## config.mk

```make
export PLATFORM = sky130hd
export DESIGN_NAME = mult_div_unit
export DESIGN_NICKNAME = d
export VERILOG_FILES = /design/src/rtl/mult_div_unit.sv
export SDC_FILE = /design/constraint.sdc
export NUM_CORES = 1
export LEC_CHECK = 0
export ABC_AREA = 0
export CAP_MARGIN = 30
export CORE_ASPECT_RATIO = 1.1
export CORE_MARGIN = 2
export CORE_UTILIZATION = 58
export CTS_CLUSTER_DIAMETER = 60
export CTS_CLUSTER_SIZE = 14
export DETAILED_ROUTE_END_ITERATION = 12
export HOLD_SLACK_MARGIN = 0.06
export PLACE_DENSITY = 0.81
export SKIP_LAST_GASP = 1
export SLEW_MARGIN = 40
export SYNTH_ARGS = -nofsm -noshare
export SYNTH_HDL_FRONTEND = slang
export SYNTH_SLANG_ARGS = --single-unit
```

## constraint.sdc

```tcl
create_clock -name clk -period 3.65 [get_ports clk]
set_input_delay 1.095 -clock clk [delete_from_list [all_inputs] [get_ports clk]]
set_output_delay 1.095 -clock clk [all_outputs]
set_load 0.02 [all_outputs]
```

## src/rtl/mult_div_unit.sv

```systemverilog
// rtl/mult_div_unit.sv - shift-add multiplier / restoring divider producing MIPS HI/LO
// Optional macro MDU_SIGNED_EN enables signed MULT/DIV; without it op[0] is ignored.
module mult_div_unit #(
    parameter int WIDTH = 32
) (
    input  logic             clk,
    input  logic             rst_n,
    input  logic             start,
    input  logic [1:0]       op,
    input  logic [WIDTH-1:0] rs_data,
    input  logic [WIDTH-1:0] rt_data,
    input  logic             mthi,
    input  logic             mtlo,
    output logic             busy,
    output logic             done,
    output logic [WIDTH-1:0] hi,
    output logic [WIDTH-1:0] lo
);
    localparam int CW = $clog2(WIDTH + 1);

    typedef enum logic [1:0] {IDLE, RUN, DONE} state_t;

    state_t             state;
    logic [CW-1:0]      cnt;
    logic               is_div;
    logic [WIDTH-1:0]   a;
    logic [2*WIDTH-1:0] p;

    logic [WIDTH-1:0]   rs_mag;
    logic [WIDTH-1:0]   rt_mag;
    logic [WIDTH:0]     msum;
    logic [WIDTH:0]     rsh;
    logic [WIDTH:0]     diff;
    logic [2*WIDTH-1:0] p_next;
    logic [2*WIDTH-1:0] prod;
    logic [WIDTH-1:0]   quo;
    logic [WIDTH-1:0]   rem;
    logic [WIDTH-1:0]   res_hi;
    logic [WIDTH-1:0]   res_lo;

`ifdef MDU_SIGNED_EN
    logic rs_neg;
    logic rt_neg;
    logic neg_res;
    logic neg_rem;

    always_comb begin
        rs_neg = op[0] & rs_data[WIDTH-1];
        rt_neg = op[0] & rt_data[WIDTH-1];
        rs_mag = rs_neg ? -rs_data : rs_data;
        rt_mag = rt_neg ? -rt_data : rt_data;
    end

    // A zero divisor keeps the all-ones quotient un-negated; the remainder
    // sign fix-up then restores the original dividend bits into HI.
    always_ff @(posedge clk or negedge rst_n) begin
        if (!rst_n) begin
            neg_res <= 1'b0;
            neg_rem <= 1'b0;
        end else if (state != RUN && start) begin
            neg_res <= (rs_neg ^ rt_neg) & (~op[1] | (|rt_data));
            neg_rem <= rs_neg;
        end
    end
`else
    logic unused_op0;
    assign unused_op0 = op[0];

    always_comb begin
        rs_mag = rs_data;
        rt_mag = rt_data;
    end
`endif

    // p holds {acc, multiplier} for multiply and {remainder, dividend/quotient} for divide
    always_comb begin
        msum = {1'b0, p[2*WIDTH-1:WIDTH]} + (p[0] ? {1'b0, a} : '0);
        rsh  = {p[2*WIDTH-1:WIDTH], p[WIDTH-1]};
        diff = rsh - {1'b0, a};
        if (!is_div)
            p_next = {msum, p[WIDTH-1:1]};
        else if (!diff[WIDTH])
            p_next = {diff[WIDTH-1:0], p[WIDTH-2:0], 1'b1};
        else
            p_next = {rsh[WIDTH-1:0], p[WIDTH-2:0], 1'b0};
        prod = p_next;
        quo  = p_next[WIDTH-1:0];
        rem  = p_next[2*WIDTH-1:WIDTH];
`ifdef MDU_SIGNED_EN
        if (neg_res) begin
            prod = -p_next;
            quo  = -p_next[WIDTH-1:0];
        end
        if (neg_rem)
            rem = -p_next[2*WIDTH-1:WIDTH];
`endif
        res_hi = is_div ? rem : prod[2*WIDTH-1:WIDTH];
        res_lo = is_div ? quo : prod[WIDTH-1:0];
    end

    always_ff @(posedge clk or negedge rst_n) begin
        if (!rst_n) begin
            state  <= IDLE;
            cnt    <= '0;
            is_div <= 1'b0;
            a      <= '0;
            p      <= '0;
            hi     <= '0;
            lo     <= '0;
            busy   <= 1'b0;
            done   <= 1'b0;
        end else begin
            case (state)
                IDLE, DONE: begin
                    done <= 1'b0;
                    if (start) begin
                        is_div <= op[1];
                        a      <= op[1] ? rt_mag : rs_mag;
                        p      <= {{WIDTH{1'b0}}, (op[1] ? rs_mag : rt_mag)};
                        cnt    <= CW'(WIDTH);
                        busy   <= 1'b1;
                        state  <= RUN;
                    end else begin
                        if (mthi) hi <= rs_data;
                        if (mtlo) lo <= rs_data;
                        busy  <= 1'b0;
                        state <= IDLE;
                    end
                end
                RUN: begin
                    p   <= p_next;
                    cnt <= cnt - CW'(1);
                    if (cnt == CW'(1)) begin
                        hi    <= res_hi;
                        lo    <= res_lo;
                        busy  <= 1'b0;
                        done  <= 1'b1;
                        state <= DONE;
                    end
                end
                default: begin
                    busy  <= 1'b0;
                    done  <= 1'b0;
                    state <= IDLE;
                end
            endcase
        end
    end
endmodule
```

==> results of run 1 <==
-- power by group through the flow --
stage	sequential, mW	combinational, mW	clock, mW
after floorplan	3.82	7.70	0
after global routing	3.86	13.1	1.87
final	3.78	12.0	1.77
after CTS	3.73	11.7	1.80
after global placement	3.73	11.4	0
after detailed placement	3.75	11.6	0
-- kinds of logic (layout without fill, tap and decap cells) --
group	after synthesis	after routing
buffers and inverters	133	285
xor gates and xnor gates	51	51
DFF	170	170
AOI/OAI and AO/OA	451	451
adders and majority gates	68	68
and+or+nand+nor	410	410
muxes	141	141
-- cell type report --
type,instances,area (µm²)
clock buffer,17,425
clock inverter,14,148
fill,1602,5840
inverter,49,184
multi-input combinational,1121,7530
sequential,170,4260
tap,256,320
timing repair buffer,205,1940
-- state kept, by name (all words and copies together), names as in the netlist --
signal	count
p	64
cnt	6
is_div	1
a	32
state	1
hi	32
lo	32
done	1
busy	1
-- layout by cell type, fill, tap and decap left out, types with 34 or more instances in the layout --
cell type / n
a21o_1: 43
a21oi_1: 84
and2_1: 38
buf_4: 65
clkdlybuf4s50_1: 133
dfrtp_1: 168
ha_1: 66
inv_1: 49
mux2i_1: 117
nand2_1: 202
nor2_1: 70
o21ai_0: 154
xnor2_1: 34
-- timing repair --
action | in CTS | in global routing
buffers inserted | 0 | 2
hold buffers | 0 | 0
resized for setup | 0 | 9
endpoints found under the setup margin | 0 | 28
-- Yosys cell counts (all sizes together) (6+ instances only) --
master   instances
a2111oi          6
a211oi          14
a21o            43
a21oi           86
a31oi           29
and2            39
and3            11
buf             19
clkbuf          65
dfrtp          170
ha              66
inv             49
mux2            24
mux2i          117
nand2          202
nand2b           6
nand3           27
nor2            71
nor2b           14
nor3            16
o211ai          30
o21a             7
o21ai          166
o21bai           8
o22a             7
xnor2           34
xor2            17
-- metal layers --
metal / vias up / share of wire [%]
li1: 5414 / -
met1: 5543 / 46
met4: 0 / 1.9
met2: 537 / 44
met3: 51 / 8.3
met5: - / 0
-- path summary, 6_finish.rpt --
check                           slack [ns]  cells after the start  startpoint  endpoint
worst max-delay path                  0.13                     14        a[0]    hi[22]
worst min-delay path                  0.48                      1      cnt[4]    cnt[4]
worst max register to register        0.13                     14        a[0]    hi[22]
worst min register to register        0.48                      1      cnt[4]    cnt[4]
max in group asynchronous             2.18                      2       rst_n     p[32]
min in group asynchronous             0.62                      1       rst_n     lo[3]
==> metrics.log, run 1 <==
[metrics] status: finished clean
[metrics] worst setup path class: reg -> reg
[metrics] Detail Route Antenna Nets: 0
[metrics] main combinational cell family by area after synthesis: compound AO/OA/AOI/OAI gates
[metrics] leak pwr: 6.80 nW
[metrics] first-pass GRT wire length: 59.3 mm
[metrics] post-synthesis mux area share: 11.8%
[metrics] total count of hold-check failures in the final report: 0
[metrics] deepest clock path buffer count: 2
[metrics] Sink Count: 170
[metrics] average wire per cell in the routed design: between 20 and 25 µm
[metrics] vias in the first global route: 10886
[metrics] largest fanout on the critical path: 7
[metrics] fraction of final layout cells sized beyond drive strength 1: approximately a tenth
[metrics] Top FF cell, synth: dfrtp_1
[metrics] clock latency on the worst-skew pair: between 0.4 and 0.5 ns
[metrics] portion of total power attributed to sequential cells: 21.5%
[metrics] ports placed on the boundary: 137
[metrics] setup total negative slack: 0 ns
[metrics] met2 Resource Use GR: 50.5%
[metrics] worst slack after detailed placement: 0.0741 ns
[metrics] worst stage delay on the critical path: 0.39 ns
[metrics] die outline area: approximately 0.022 mm²
[metrics] Cell variety after synth: 74
[metrics] post-layout power: 17.6 mW
[metrics] portion of the clock cycle consumed by the worst path in the final layout: 96.3%
[metrics] maximum achievable frequency: around 280 MHz
[metrics] height of the die: 156 µm
[metrics] number of slew-limit violations in the final report: 0
[metrics] Initial DRT Pass Iterations: 5
[metrics] number of instances in the placed design: 1799
[metrics] area of the core region: a little over 0.02 mm²
[metrics] TritonCTS clock tree: done
[metrics] fraction of synthesized cell area taken by the top area cell type: 34.7%
[metrics] total standard cell area after synthesis: between 0.01 and 0.015 mm²
[metrics] clk root buf: clkbuf_16
[metrics] sequential element share of the synthesized area: a little over a third
[metrics] total buffers and inverters traversed by the critical path: 2
[metrics] most used routing layer in global routing: met1
[metrics] Final setup violation count: 0
[metrics] Final Critical Period: around 3.5 ns
[metrics] initial core utilization: 59.4%
[metrics] cell-by-cell trace of the critical path: ha_1 -> fa_2 -> nand2b_1 -> a21oi_2 -> o31a_1 -> nand2_1 -> a311oi_2 -> or3_4 -> nand3_4 -> buf_6 -> mux2i_1 -> a2111oi_1 -> buf_4 -> a211o_1
[metrics] Non-Filler Instances: about 1800
[metrics] cell types with the largest area share after synthesis: dfrtp_1 (35%), mux2i_1 (9.6%), ha_1 (6.7%)
[metrics] routed wire length: 37.6 mm
[metrics] cell taking the most area after synthesis: dfrtp_1
[metrics] fraction of the mapped netlist area in simple logic gates: between 10% and 20%
[metrics] H-tree depth: 4
[metrics] number of vias in the routed layout: 11545
[metrics] flip-flop and latch count after synthesis: 170
[metrics] largest vdd supply drop: approximately 600 µV
[metrics] final layout net count: 1703
[metrics] horizontal die dimension: 143 µm
[metrics] clock transition at the registers of the reported paths: 0.07 ns
[metrics] IO buf count: 135
[metrics] critical path's slowest cell: dfrtp_1
[metrics] maxcap violations: 0
[metrics] Worst Setup End Kind: register
[metrics] adder-cell share of the synthesized area: 7.06%
[metrics] logic gate share of total power: between 60% and 70%
[metrics] worst hold slack: 0.479 ns
[metrics] Site Rows: 55
[metrics] number of antenna violations at the first check in global routing: 0
[metrics] met3 GRT Util: 6.40%
[metrics] Overflow after GRT: 0
[metrics] yosys synthesis warning count: 0
[metrics] detailed router's first-iteration violation count: 1119
[metrics] largest clock skew in the final design: between 0.015 and 0.02 ns
[metrics] post-synthesis share of cell area spent on xor and xnor gates: under 10%
[metrics] relative slew slack: 49.6%
[metrics] number of buffers created by CTS: 17
[metrics] Setup WS post-layout: 0.134 ns
[metrics] met1 Usage GRT: 51.5%
[metrics] slew at the pin with the worst max-slew slack: 0.756 ns
[metrics] Required @ worst endpoint: 3.97 ns
[metrics] layout overhead on the synthesized area: 20.8%
[metrics] synthesized area per cell: 8.61 µm²
[metrics] Avg Vias per Cell: 6.30
[metrics] Post-Place Cell Area: 0.0142 mm²
[metrics] Async S/R FF share, synth: 100%
[metrics] number of enable flip-flop cells after synthesis: 0
[metrics] design area: 0.0148 mm²
[metrics] gate count after technology mapping: 1424
[metrics] total power divided by cell area: 1190 mW/mm²
[metrics] switching share of power: 49.3%
[metrics] Critical Path AT: roughly 3.8 ns
[metrics] Finished Core Util: 71.7%
[metrics] cell-internal power: slightly below 9 mW
[metrics] type of element launching the critical path: register
[metrics] Synth Area in Compound Gates: 23.2%
[metrics] overall global routing resource usage: 34.1%
[metrics] kind of path behind the tightest hold check: reg -> reg
[metrics] syn_nets: 1563
[metrics] Clk pwr share: 10.1%
[metrics] post-route DRC violation count: 0
[metrics] crit-path leading delay family: compound AO/OA/AOI/OAI gates
[metrics] Antenna diodes: 0
[metrics] detailed-placement wirelength estimate: 28.3 mm
[metrics] net switching power: 8.65 mW
[metrics] maximum number of pins on one net before global-route repair: 68
[metrics] GPL Wtd Cong: 0.954
No activity file was read; power rests on OpenSTA's default activity.
==> run 2, diff against run 1 <==
CTS_CLUSTER_SIZE = 30   (was 14)
==> results of run 2 <==
No change in the layout: final DEF, timing and power equal those of run 1.
